## config.mk

```make
export PLATFORM = sky130hd
export DESIGN_NAME = ceyloniac_param_control_unit_flat
export DESIGN_NICKNAME = d
export VERILOG_FILES = /design/src/rtl/ceyloniac_param_control_unit_if.sv /design/src/rtl/ceyloniac_param_control_unit.sv /design/src/flat_wrapper.sv
export SDC_FILE = /design/constraint.sdc
export NUM_CORES = 1
export LEC_CHECK = 0
export ABC_AREA = 0
export CORE_AREA = 10 10 60 62
export DETAILED_ROUTE_END_ITERATION = 8
export DIE_AREA = 0 0 70 72
export PLACE_DENSITY_LB_ADDON = 0.12
export SETUP_SLACK_MARGIN = 0.1
export SYNTH_ARGS = -nofsm -noshare
export SYNTH_HDL_FRONTEND = slang
export SYNTH_SLANG_ARGS = --single-unit
export TNS_END_PERCENT = 10
```

## constraint.sdc

```tcl
create_clock -name clk -period 1.4 [get_ports clk]
set_input_delay 0.21 -clock clk [delete_from_list [all_inputs] [get_ports clk]]
set_output_delay 0.21 -clock clk [all_outputs]
set_load 0.01 [all_outputs]
```

## src/rtl/ceyloniac_param_control_unit_if.sv

```systemverilog
// Datapath <-> control-unit bundle: opcode/status toward the FSM, control strobes back.
// The datapath side uses the master modport; the control unit uses the slave modport.
interface ceyloniac_param_control_unit_if #(
  parameter int ALU_OP_WIDTH = 4,
  parameter int OPCODE_WIDTH = 6,
  parameter int STATE_WIDTH  = 4,
  parameter int CAUSE_WIDTH  = 2
);
  logic [OPCODE_WIDTH-1:0] opcode;
  logic                    overflow;
  logic                    control_enable;
  logic                    mem_ready;
  logic                    irq;

  logic [ALU_OP_WIDTH-1:0] alu_op;
  logic                    pc_write_cond;
  logic                    pc_write;
  logic                    i_or_d;
  logic                    mem_read;
  logic                    mem_write;
  logic                    mem_to_reg;
  logic                    ir_write;
  logic                    alu_src_a;
  logic                    reg_write;
  logic                    reg_dst;
  logic                    epc_write;
  logic                    cause_write;
  logic [1:0]              pc_source;
  logic [1:0]              alu_src_b;
  logic [CAUSE_WIDTH-1:0]  int_cause;
  logic [STATE_WIDTH-1:0]  current_state;

  modport master (
    output opcode, overflow, control_enable, mem_ready, irq,
    input  alu_op, pc_write_cond, pc_write, i_or_d, mem_read, mem_write, mem_to_reg,
           ir_write, alu_src_a, reg_write, reg_dst, epc_write, cause_write,
           pc_source, alu_src_b, int_cause, current_state
  );

  modport slave (
    input  opcode, overflow, control_enable, mem_ready, irq,
    output alu_op, pc_write_cond, pc_write, i_or_d, mem_read, mem_write, mem_to_reg,
           ir_write, alu_src_a, reg_write, reg_dst, epc_write, cause_write,
           pc_source, alu_src_b, int_cause, current_state
  );
endinterface

```

## src/rtl/ceyloniac_param_control_unit.sv

```systemverilog
// Multi-cycle CPU control FSM with illegal-op, overflow and interrupt exception sequencing.
// Define CEYLONIAC_MEM_WAIT_EN to stall FETCH/MEM_READ/MEM_WRITE until mem_ready.
module ceyloniac_param_control_unit #(
  parameter int ALU_OP_WIDTH = 4,
  parameter int OPCODE_WIDTH = 6,
  parameter int STATE_WIDTH  = 4,
  parameter int CAUSE_WIDTH  = 2
) (
  input logic clk,
  input logic reset,
  ceyloniac_param_control_unit_if.slave ctl
);

  typedef enum logic [3:0] {
    S_FETCH     = 4'd0,
    S_DECODE    = 4'd1,
    S_MEM_ADDR  = 4'd2,
    S_MEM_READ  = 4'd3,
    S_MEM_WB    = 4'd4,
    S_MEM_WRITE = 4'd5,
    S_R_EXEC    = 4'd6,
    S_R_WB      = 4'd7,
    S_BRANCH    = 4'd8,
    S_JUMP      = 4'd9,
    S_EXC_ILL   = 4'd10,
    S_EXC_OVF   = 4'd11,
    S_BIT_EXEC  = 4'd12,
    S_BIT_WB    = 4'd13,
    S_EXC_IRQ   = 4'd14,
    S_IDLE      = 4'd15
  } state_e;

  localparam logic [5:0] OP_LOAD   = 6'b010001;
  localparam logic [5:0] OP_STORE  = 6'b010010;
  localparam logic [5:0] OP_BRANCH = 6'b011001;
  localparam logic [5:0] OP_JUMP   = 6'b011100;
  localparam logic [5:0] OP_BIT_A  = 6'b010101;
  localparam logic [5:0] OP_BIT_B  = 6'b010110;

  typedef struct packed {
    logic [ALU_OP_WIDTH-1:0] alu_op;
    logic                    pc_write_cond;
    logic                    pc_write;
    logic                    i_or_d;
    logic                    mem_read;
    logic                    mem_write;
    logic                    mem_to_reg;
    logic                    ir_write;
    logic                    alu_src_a;
    logic                    reg_write;
    logic                    reg_dst;
    logic                    epc_write;
    logic                    cause_write;
    logic [1:0]              pc_source;
    logic [1:0]              alu_src_b;
    logic [CAUSE_WIDTH-1:0]  int_cause;
  } ctrl_t;

  logic [STATE_WIDTH-1:0] state_q, state_d;
  state_e                 st, nxt, instr_end;
  logic                   code_unused, op_high, mem_done;
  logic                   irq_q, irq_pending, irq_edge, enter_irq;
  logic [5:0]             op6;
  ctrl_t                  c;

  // Codes above the 16 defined states only exist when the register is widened.
  generate
    if (STATE_WIDTH > 4) begin : g_wide_state
      assign code_unused = |state_q[STATE_WIDTH-1:4];
    end else begin : g_narrow_state
      assign code_unused = 1'b0;
    end
    if (OPCODE_WIDTH > 6) begin : g_wide_op
      assign op_high = |ctl.opcode[OPCODE_WIDTH-1:6];
    end else begin : g_narrow_op
      assign op_high = 1'b0;
    end
  endgenerate

`ifdef CEYLONIAC_MEM_WAIT_EN
  assign mem_done = ctl.mem_ready;
`else
  logic unused_mem_ready;
  assign unused_mem_ready = ctl.mem_ready;
  assign mem_done         = 1'b1;
`endif

  assign st        = state_e'(state_q[3:0]);
  assign op6       = ctl.opcode[5:0];
  assign instr_end = irq_pending ? S_EXC_IRQ : S_FETCH;
  assign irq_edge  = ctl.irq & ~irq_q;
  assign enter_irq = !code_unused && (nxt == S_EXC_IRQ);

  // NOTE: every variable written in always_comb gets a default first; a path that
  // leaves one unassigned would infer a latch.
  always_comb begin
    nxt = st;
    case (st)
      S_FETCH:     nxt = mem_done ? S_DECODE : S_FETCH;
      S_DECODE: begin
        if (op_high)                                 nxt = S_EXC_ILL;
        else if (op6 == OP_LOAD || op6 == OP_STORE)  nxt = S_MEM_ADDR;
        else if (op6[5:4] == 2'b00)                  nxt = S_R_EXEC;
        else if (op6 == OP_BRANCH)                   nxt = S_BRANCH;
        else if (op6 == OP_JUMP)                     nxt = S_JUMP;
        else if (op6 == OP_BIT_A || op6 == OP_BIT_B) nxt = S_BIT_EXEC;
        else                                         nxt = S_EXC_ILL;
      end
      S_MEM_ADDR:  nxt = (op6 == OP_LOAD) ? S_MEM_READ : S_MEM_WRITE;
      S_MEM_READ:  nxt = mem_done ? S_MEM_WB : S_MEM_READ;
      S_MEM_WB:    nxt = instr_end;
      S_MEM_WRITE: nxt = mem_done ? instr_end : S_MEM_WRITE;
      S_R_EXEC:    nxt = S_R_WB;
      S_R_WB:      nxt = ctl.overflow ? S_EXC_OVF : instr_end;
      S_BRANCH:    nxt = instr_end;
      S_JUMP:      nxt = instr_end;
      S_EXC_ILL:   nxt = S_FETCH;
      S_EXC_OVF:   nxt = S_FETCH;
      S_BIT_EXEC:  nxt = S_BIT_WB;
      S_BIT_WB:    nxt = ctl.overflow ? S_EXC_OVF : instr_end;
      S_EXC_IRQ:   nxt = S_FETCH;
      S_IDLE:      nxt = S_FETCH;
    endcase
  end

  always_comb begin
    if (code_unused)             state_d = STATE_WIDTH'(S_IDLE);
    else if (ctl.control_enable) state_d = STATE_WIDTH'(nxt);
    else                         state_d = state_q;
  end

  // NOTE: sequential state uses non-blocking assignments so every register samples
  // pre-edge values regardless of statement order.
  always_ff @(posedge clk or negedge reset) begin
    if (!reset) begin
      state_q     <= STATE_WIDTH'(S_IDLE);
      irq_q       <= 1'b0;
      irq_pending <= 1'b0;
    end else begin
      state_q <= state_d;
      if (ctl.control_enable) begin
        irq_q       <= ctl.irq;
        irq_pending <= irq_edge | (irq_pending & ~enter_irq);
      end
    end
  end

  always_comb begin
    c = '0;
    if (!code_unused) begin
      case (st)
        S_FETCH: begin
          c.mem_read  = 1'b1;
          c.ir_write  = mem_done;
          c.pc_write  = mem_done;
          c.alu_src_b = 2'b01;
        end
        S_DECODE:   c.alu_src_b = 2'b11;
        S_MEM_ADDR: begin
          c.alu_src_a = 1'b1;
          c.alu_src_b = 2'b10;
        end
        S_MEM_READ: begin
          c.mem_read = 1'b1;
          c.i_or_d   = 1'b1;
        end
        S_MEM_WB: begin
          c.reg_write  = 1'b1;
          c.mem_to_reg = 1'b1;
        end
        S_MEM_WRITE: begin
          c.mem_write = 1'b1;
          c.i_or_d    = 1'b1;
        end
        S_R_EXEC, S_R_WB: begin
          c.alu_src_a = 1'b1;
          c.alu_op    = ALU_OP_WIDTH'(op6[3:0]);
          c.reg_dst   = (st == S_R_WB);
          c.reg_write = (st == S_R_WB) && !ctl.overflow;
        end
        S_BIT_EXEC, S_BIT_WB: begin
          c.alu_src_a = 1'b1;
          c.alu_src_b = 2'b10;
          c.alu_op    = '1;
          c.reg_write = (st == S_BIT_WB) && !ctl.overflow;
        end
        S_BRANCH: begin
          c.alu_src_a     = 1'b1;
          c.alu_op        = ALU_OP_WIDTH'(1);
          c.pc_write_cond = 1'b1;
          c.pc_source     = 2'b01;
        end
        S_JUMP: begin
          c.pc_write  = 1'b1;
          c.pc_source = 2'b10;
        end
        S_EXC_ILL, S_EXC_OVF, S_EXC_IRQ: begin
          c.epc_write   = 1'b1;
          c.cause_write = 1'b1;
          c.pc_write    = 1'b1;
          c.pc_source   = 2'b11;
          c.alu_src_b   = 2'b01;
          c.alu_op      = ALU_OP_WIDTH'(1);
          c.int_cause   = (st == S_EXC_ILL) ? CAUSE_WIDTH'(0) :
                          (st == S_EXC_OVF) ? CAUSE_WIDTH'(1) : CAUSE_WIDTH'(2);
        end
        default: ;
      endcase
    end
    // A held unit must not commit anything: all write/access strobes drop.
    if (!ctl.control_enable) begin
      c.pc_write      = 1'b0;
      c.pc_write_cond = 1'b0;
      c.ir_write      = 1'b0;
      c.reg_write     = 1'b0;
      c.mem_write     = 1'b0;
      c.mem_read      = 1'b0;
      c.epc_write     = 1'b0;
      c.cause_write   = 1'b0;
    end
  end

  assign ctl.alu_op        = c.alu_op;
  assign ctl.pc_write_cond = c.pc_write_cond;
  assign ctl.pc_write      = c.pc_write;
  assign ctl.i_or_d        = c.i_or_d;
  assign ctl.mem_read      = c.mem_read;
  assign ctl.mem_write     = c.mem_write;
  assign ctl.mem_to_reg    = c.mem_to_reg;
  assign ctl.ir_write      = c.ir_write;
  assign ctl.alu_src_a     = c.alu_src_a;
  assign ctl.reg_write     = c.reg_write;
  assign ctl.reg_dst       = c.reg_dst;
  assign ctl.epc_write     = c.epc_write;
  assign ctl.cause_write   = c.cause_write;
  assign ctl.pc_source     = c.pc_source;
  assign ctl.alu_src_b     = c.alu_src_b;
  assign ctl.int_cause     = c.int_cause;
  assign ctl.current_state = state_q;

endmodule

```

## src/flat_wrapper.sv

```systemverilog
// flat-port wrapper written by rule: the top's interface ports become plain ports
module ceyloniac_param_control_unit_flat 
#(
  parameter int ALU_OP_WIDTH = 4,
  parameter int OPCODE_WIDTH = 6,
  parameter int STATE_WIDTH  = 4,
  parameter int CAUSE_WIDTH  = 2
)
  (clk, reset, ctl_opcode, ctl_overflow, ctl_control_enable, ctl_mem_ready, ctl_irq, ctl_alu_op, ctl_pc_write_cond, ctl_pc_write, ctl_i_or_d, ctl_mem_read, ctl_mem_write, ctl_mem_to_reg, ctl_ir_write, ctl_alu_src_a, ctl_reg_write, ctl_reg_dst, ctl_epc_write, ctl_cause_write, ctl_pc_source, ctl_alu_src_b, ctl_int_cause, ctl_current_state);
  ceyloniac_param_control_unit_if #(.ALU_OP_WIDTH(ALU_OP_WIDTH), .OPCODE_WIDTH(OPCODE_WIDTH), .STATE_WIDTH(STATE_WIDTH), .CAUSE_WIDTH(CAUSE_WIDTH)) ctl_i ();
  input logic clk;
  input logic reset;
  input wire logic [$bits(ctl_i.opcode)-1:0] ctl_opcode;
  input wire logic [$bits(ctl_i.overflow)-1:0] ctl_overflow;
  input wire logic [$bits(ctl_i.control_enable)-1:0] ctl_control_enable;
  input wire logic [$bits(ctl_i.mem_ready)-1:0] ctl_mem_ready;
  input wire logic [$bits(ctl_i.irq)-1:0] ctl_irq;
  output wire logic [$bits(ctl_i.alu_op)-1:0] ctl_alu_op;
  output wire logic [$bits(ctl_i.pc_write_cond)-1:0] ctl_pc_write_cond;
  output wire logic [$bits(ctl_i.pc_write)-1:0] ctl_pc_write;
  output wire logic [$bits(ctl_i.i_or_d)-1:0] ctl_i_or_d;
  output wire logic [$bits(ctl_i.mem_read)-1:0] ctl_mem_read;
  output wire logic [$bits(ctl_i.mem_write)-1:0] ctl_mem_write;
  output wire logic [$bits(ctl_i.mem_to_reg)-1:0] ctl_mem_to_reg;
  output wire logic [$bits(ctl_i.ir_write)-1:0] ctl_ir_write;
  output wire logic [$bits(ctl_i.alu_src_a)-1:0] ctl_alu_src_a;
  output wire logic [$bits(ctl_i.reg_write)-1:0] ctl_reg_write;
  output wire logic [$bits(ctl_i.reg_dst)-1:0] ctl_reg_dst;
  output wire logic [$bits(ctl_i.epc_write)-1:0] ctl_epc_write;
  output wire logic [$bits(ctl_i.cause_write)-1:0] ctl_cause_write;
  output wire logic [$bits(ctl_i.pc_source)-1:0] ctl_pc_source;
  output wire logic [$bits(ctl_i.alu_src_b)-1:0] ctl_alu_src_b;
  output wire logic [$bits(ctl_i.int_cause)-1:0] ctl_int_cause;
  output wire logic [$bits(ctl_i.current_state)-1:0] ctl_current_state;
  assign ctl_i.opcode = ctl_opcode;
  assign ctl_i.overflow = ctl_overflow;
  assign ctl_i.control_enable = ctl_control_enable;
  assign ctl_i.mem_ready = ctl_mem_ready;
  assign ctl_i.irq = ctl_irq;
  assign ctl_alu_op = ctl_i.alu_op;
  assign ctl_pc_write_cond = ctl_i.pc_write_cond;
  assign ctl_pc_write = ctl_i.pc_write;
  assign ctl_i_or_d = ctl_i.i_or_d;
  assign ctl_mem_read = ctl_i.mem_read;
  assign ctl_mem_write = ctl_i.mem_write;
  assign ctl_mem_to_reg = ctl_i.mem_to_reg;
  assign ctl_ir_write = ctl_i.ir_write;
  assign ctl_alu_src_a = ctl_i.alu_src_a;
  assign ctl_reg_write = ctl_i.reg_write;
  assign ctl_reg_dst = ctl_i.reg_dst;
  assign ctl_epc_write = ctl_i.epc_write;
  assign ctl_cause_write = ctl_i.cause_write;
  assign ctl_pc_source = ctl_i.pc_source;
  assign ctl_alu_src_b = ctl_i.alu_src_b;
  assign ctl_int_cause = ctl_i.int_cause;
  assign ctl_current_state = ctl_i.current_state;
  ceyloniac_param_control_unit #(.ALU_OP_WIDTH(ALU_OP_WIDTH), .OPCODE_WIDTH(OPCODE_WIDTH), .STATE_WIDTH(STATE_WIDTH), .CAUSE_WIDTH(CAUSE_WIDTH)) u_core (.clk(clk), .reset(reset), .ctl(ctl_i));
endmodule
```

Word level (Yosys, flattened, before mapping)
Cells that the tools add are included.

Add/subtract/negate cells: 0. Multipliers: 0. Divide/modulo/power cells: 0. Magnitude comparators: 0. Equal/unequal tests: 22. Shifts and indexed selects: 0. Multiplexer cells: 31. Bitwise operators: 5. Reductions and logical operators: 20.

Operators with widths (number): $eq 4x4->1 const B (9); $eq 6x5->1 const B (6); $pmux 4 s9 (1); $mux 4 (6); $eq 4x3->1 const B (4); $reduce_or 4->1 (4); $mux 2 (7); $pmux 2 s3 (2); $pmux 4 s3 (1); $mux 1 (11); $reduce_or 2->1 (5); $eq 4x2->1 const B (2); $mux 3 (2); $reduce_or 3->1 (2); $reduce_or 6->1 (1); $reduce_or 5->1 (1); $eq 4x1->1 const B (1); $logic_not 4->1 (1); $pmux 1 s3 (1); $and 1x1->1 (2); $logic_and 1x1->1 (2); $logic_not 2->1 (1); $logic_or 1x1->1 (2); $not 1->1 (2); other kinds (2) (2).

Bits in registers: 6. Bits in latches: 0. RAM bits: 0. Memory bits (read-only): 0. Input port bits: 12. Memories: 0.

Depth between registers and ports, before layout
Word-level depth: 12. Gate-level depth with buffers: 7.

Worst setup path after synthesis
No wires, ideal clock.

Kind: flip-flop to output port. From: register u_core.state_q[0] (netlist: u_core.ctl.current_state[0]). To: output ctl_pc_write. Data arrival time: 1454 ps. Path slack: -264 ps. Cell stages (with the launch flop): 5. Path buffers: 2. Path through: dfstp_2 > buf_2 > buf_1 > a21oi_1 > a221oi_1.

Word-level cells in the longest chain between the ends: 4. Elaborated cells on any way between the ends: 8. Those cells by class: eq/ne: 4; mux: 2; reduce/logical: 2.

RTL lines: start, declared (line ceyloniac_param_control_unit.sv:59) `logic [STATE_WIDTH-1:0] state_q, state_d;`; start signal, assigned (line ceyloniac_param_control_unit.sv:136) `state_q <= STATE_WIDTH'(S_IDLE);`; start signal, assigned (line ceyloniac_param_control_unit.sv:140) `state_q <= state_d;`; $eq 4x4->1 / $logic_not 4->1 (equally long branches) (line ceyloniac_param_control_unit.sv:151) `case (st)`; $reduce_or 5->1 (no line) *; $mux 1 * (line ceyloniac_param_control_unit.sv:151); $mux 2 * (line ceyloniac_param_control_unit.sv:211) `if (!ctl.control_enable) begin`; end, declared (line flat_wrapper.sv:20) `output wire logic [$bits(ctl_i.pc_write)-1:0] ctl_pc_write;`.

Mark *: on every way between the ends. The rest lies on a longest branch, timed or not.

Worst setup path in the final report
From: register u_core.state_q[3] (netlist: u_core.ctl.current_state[3]). To: output ctl_mem_write.

Word-level cells in the longest chain between the ends: 3.

RTL lines: $eq 4x3->1 (line ceyloniac_param_control_unit.sv:151); $mux 1 (line ceyloniac_param_control_unit.sv:151); $mux 2 (line ceyloniac_param_control_unit.sv:211); end, declared (line flat_wrapper.sv:23) `output wire logic [$bits(ctl_i.mem_write)-1:0] ctl_mem_write;`.

Every way passes these cells.

==> results <==
- The worst min-delay path category is in2async.
- The share of the yosys chip area belonging to registers is 18.1%.
- In this run, synthesis produced a sequential element count of 6.
- The critical path goes through buf_6 -> inv_1 -> buf_4 -> nand2_1 -> nor4_1 -> clkdlybuf4s15_1.
- The total number of nets in the final design is 216.
- Along the worst path, the maximum fanout reaches 6.
- After detailed routing, the number of vias per cell comes to 5.46.
- The final count of hold timing violations is 0.
- The reported leakage power is 0.000786 uW.
- For this run the aggregate overflow at the end of global routing stands at 0.
- The H-tree depth is 1.
- Dividing the synthesized area by the synthesized cell count gives 6.81 um2.
- The required time at the endpoint of the critical path is 1.19 ns.
- The predominant post-synthesis flop cell is sky130_fd_sc_hd__dfstp_2.
- The filler cells instantiated in the layout total 219.
- The largest net degree at the start of global routing is 14.
- After clock tree synthesis, the clock-pin slew on the worst setup and hold paths is 0.05 ns.
- The critical-path cell with the highest stage delay is sky130_fd_sc_hd__dfstp_2.
- The initial antenna violation count is 0.
- The detailed-route DRC error count is 0.
- Setup repair after global routing could not meet its margin everywhere.
- The endpoint class of the critical path is a primary output.
- The headroom to the max-slew limit is 75.6%.
- The deepest clock path buffer count is 2.
- The cell count after synthesis is 126.
- The max-slew violation count is 0.
- The share of synthesized registers carrying an async set or reset is 100%.
- The critical path starts at u_core.ctl.current_state[3].
- The mean routed wirelength per cell is 16.6 um.
- The final cell area excluding filler cells is 1630 um2.
- For this run, the slowest stage of the critical path takes 0.58 ns.
- The total cell area at the placement stage is 1490 um2.
- After synthesis the cells add up to 858 um2.
- The unique cell type count in the Yosys netlist is 45.
- The worst path in the final design needs a cycle of 1.77 ns, including I/O delays and setup.
- TritonCTS built the clock tree.
- In the finished design, the share of the clock period the worst path needs comes to 126%.
- 38 I/O pins were placed.
- The worst reg2reg path endpoint is u_core.irq_pending.
- The flow ran to the end, but the final reports show violations.
- Buffers placed on the I/O ports in this run total 36.
- Once detailed placement completed, the half-perimeter wirelength came to 2.94 mm.
- For this run, the detailed router's first-pass iteration total came to 4.
- Of the cells placed in the final design, the portion with a size suffix greater than 1 is 51.7%.
- By area the synthesized netlist is led by sky130_fd_sc_hd__dfstp_2, sky130_fd_sc_hd__nand2_1, sky130_fd_sc_hd__a21oi_1.
- Buffers inserted during clock tree synthesis total 3.
- Counting flops with a built-in enable in the synthesized netlist gives 0.
- The master cell of the clock root buffer is sky130_fd_sc_hd__clkbuf_4.
- Max-cap violations in this run came to 0.
- The final setup skew is 0.000255 ns.
- The via count of the first global-routing pass is 1301.
- In this run the power density over the cells is 2400 nW/um2.
- The number of nets produced by synthesis is 138.
- The number of violations reported at the end of detailed-routing iteration 0 is 117.
- The signed area change from the synthesized netlist to the final layout is 90.4%.
- The setup slack after placement is -0.532 ns.
- The clock latency on the worst-skew pair is 0.24 ns.
- The Yosys step of the flow raised 0 warnings.
- The kind of launch point of the worst setup path is a flop.
- Among all cell types in the netlist, the one instantiated most often is sky130_fd_sc_hd__nand2_1.
- Counting every sink on the clock net gives 6.
- The worst register-to-register path has a depth of 7.
- The flop-to-flop setup slack is -0.36 ns.
- By count the netlist is led by sky130_fd_sc_hd__nand2_1, sky130_fd_sc_hd__a21oi_1, sky130_fd_sc_hd__nor2_1, sky130_fd_sc_hd__inv_1.
- The biggest area contributor in the post-synthesis netlist is sky130_fd_sc_hd__dfstp_2.
- At the worst endpoint, the arrival time is 1.56 ns.
- The starting density of the core is 35.3%.
- The actual transition at the worst max-transition pin is 0.366 ns.
- The share of Yosys cell area claimed by the top area cell type is 12.2%.
- The repair_antennas step left the layout with diodes totalling 0.
- Setup slack on the critical path of the routed design comes to -0.369 ns.
- The core region area is 2430 um2.
- The worst-case IR drop observed on VDD is 0.00134 V.
- The final reports fail on negative setup slack.
- The count of final setup violators is 27.
- The floorplan has 18 rows.
- The total routed wirelength is 3.87 mm.
- The floorplan step defined a die boundary enclosing 5040 um2.
- The wire length of the first global-routing pass is 6.07 mm.
- Following the worst setup path forward leads to its endpoint at ctl_mem_write.
- For this block, the via count after detailed routing is 1273.
- The final estimated routing congestion in global placement is 0.862.
- Based on the critical path, the design can be clocked at up to 0.565 GHz.
- The die boundary height is 72 um.
- The horizontal extent of the die is 70 um.
- The global-route usage over all layers is 14.1%.
- The number of nets with antenna violations after detailed routing is 0.
- The reg-to-reg startpoint is u_core.ctl.current_state[2].
- The path type of the worst setup path is reg2out.
[worst min path at each step]
stage                     start                  to  slack (ns)  cells past startpoint
final                     reset  u_core.irq_pending        0.21                      1
after global routing      reset  u_core.irq_pending        0.22                      1
after CTS                 reset        u_core.irq_q        0.21                      1
after detailed placement  reset        u_core.irq_q        0.47                      1
after global placement    reset        u_core.irq_q        0.46                      1
after floorplan           reset  u_core.irq_pending       -0.09                      0
[layer usage]
metal	vias to the layer above	routed length, um	GRT usage, %
met5	-	0	0
met4	0	90	6.80
li1	618	-	-
met2	51	2010	26.5
met3	10	209	1.90
met1	594	1570	15.1
[stage by stage]
step	std cells	util [%]	power, uW	hold slack (ns)	setup TNS [ns]
after floorplan	126	-	1930	-0.0856	-0.856
after global placement	217	61.3	3330	0.464	-11.19
after detailed placement	217	61.3	3360	0.471	-11.73
after CTS	232	65.9	3800	0.207	-7.93
after global routing	233	67.2	4180	0.219	-9.46
final	233	67.2	3920	0.208	-7.75
[power by group]
part	internal, uW	total (uW)	switching (uW)
Clock	108	177	68.3
Sequential	293	429	136
Combinational	1700	3320	1620
Total	2100	3920	1820
[cell families (layout without fill, tap and decap cells)]
group                  Yosys count  in the layout  share of synthesized area [%]
AND/OR/NAND/NOR                 58             58                           34.7
AO/OA/AOI/OAI                   39             39                           30.8
buffers and inverters           19             96                           12.1
flip-flops                       6              6                           18.1
XOR/XNOR                         3              3                           3.06
multiplexers                     1              1                           1.31
[worst max-delay path, delay by kind of cell (launching register included)]
kind	cells	cell delay, ns
and+or+nand+nor	2	0.14
buffers and inverters	4	0.59
DFF	1	0.58
[cell type report]
class	instances	area, um2	area share, %
flip-flops and latches	6	155	9.49
well taps	30	37.5	2.30
repair buffers	85	693	42.4
clock buffers	4	26.3	1.61
multi-input cells	101	696	42.6
inverters	7	26.3	1.61
[cell usage in the layout, fill, tap and decap left out, types with 4 or more instances in the layout]
master,Yosys,routed
sky130_fd_sc_hd__a21oi_1,13,10
sky130_fd_sc_hd__dlygate4sd2_1,0,5
sky130_fd_sc_hd__nand2_1,18,15
sky130_fd_sc_hd__o21ai_0,5,4
sky130_fd_sc_hd__buf_6,2,7
sky130_fd_sc_hd__nor2_1,11,8
sky130_fd_sc_hd__dfstp_2,4,4
sky130_fd_sc_hd__inv_1,6,4
sky130_fd_sc_hd__buf_2,5,15
sky130_fd_sc_hd__clkdlybuf4s50_1,0,10
sky130_fd_sc_hd__buf_4,3,41
[flip-flops by register name, indices dropped and copies added, names as in the netlist]
register,count
u_core.irq_pending,1
u_core.ctl.current_state,4
u_core.irq_q,1
[timing repair]
item	4_1_cts	5_1_grt
hold endpoints to repair	0	0
gates resized for setup	111	7
endpoints found under the setup margin	31	31
hold buffers	0	0
cloned	1	0
pin swaps	8	3
buffers inserted	10	1
Power figures use the tool's default switching activity.
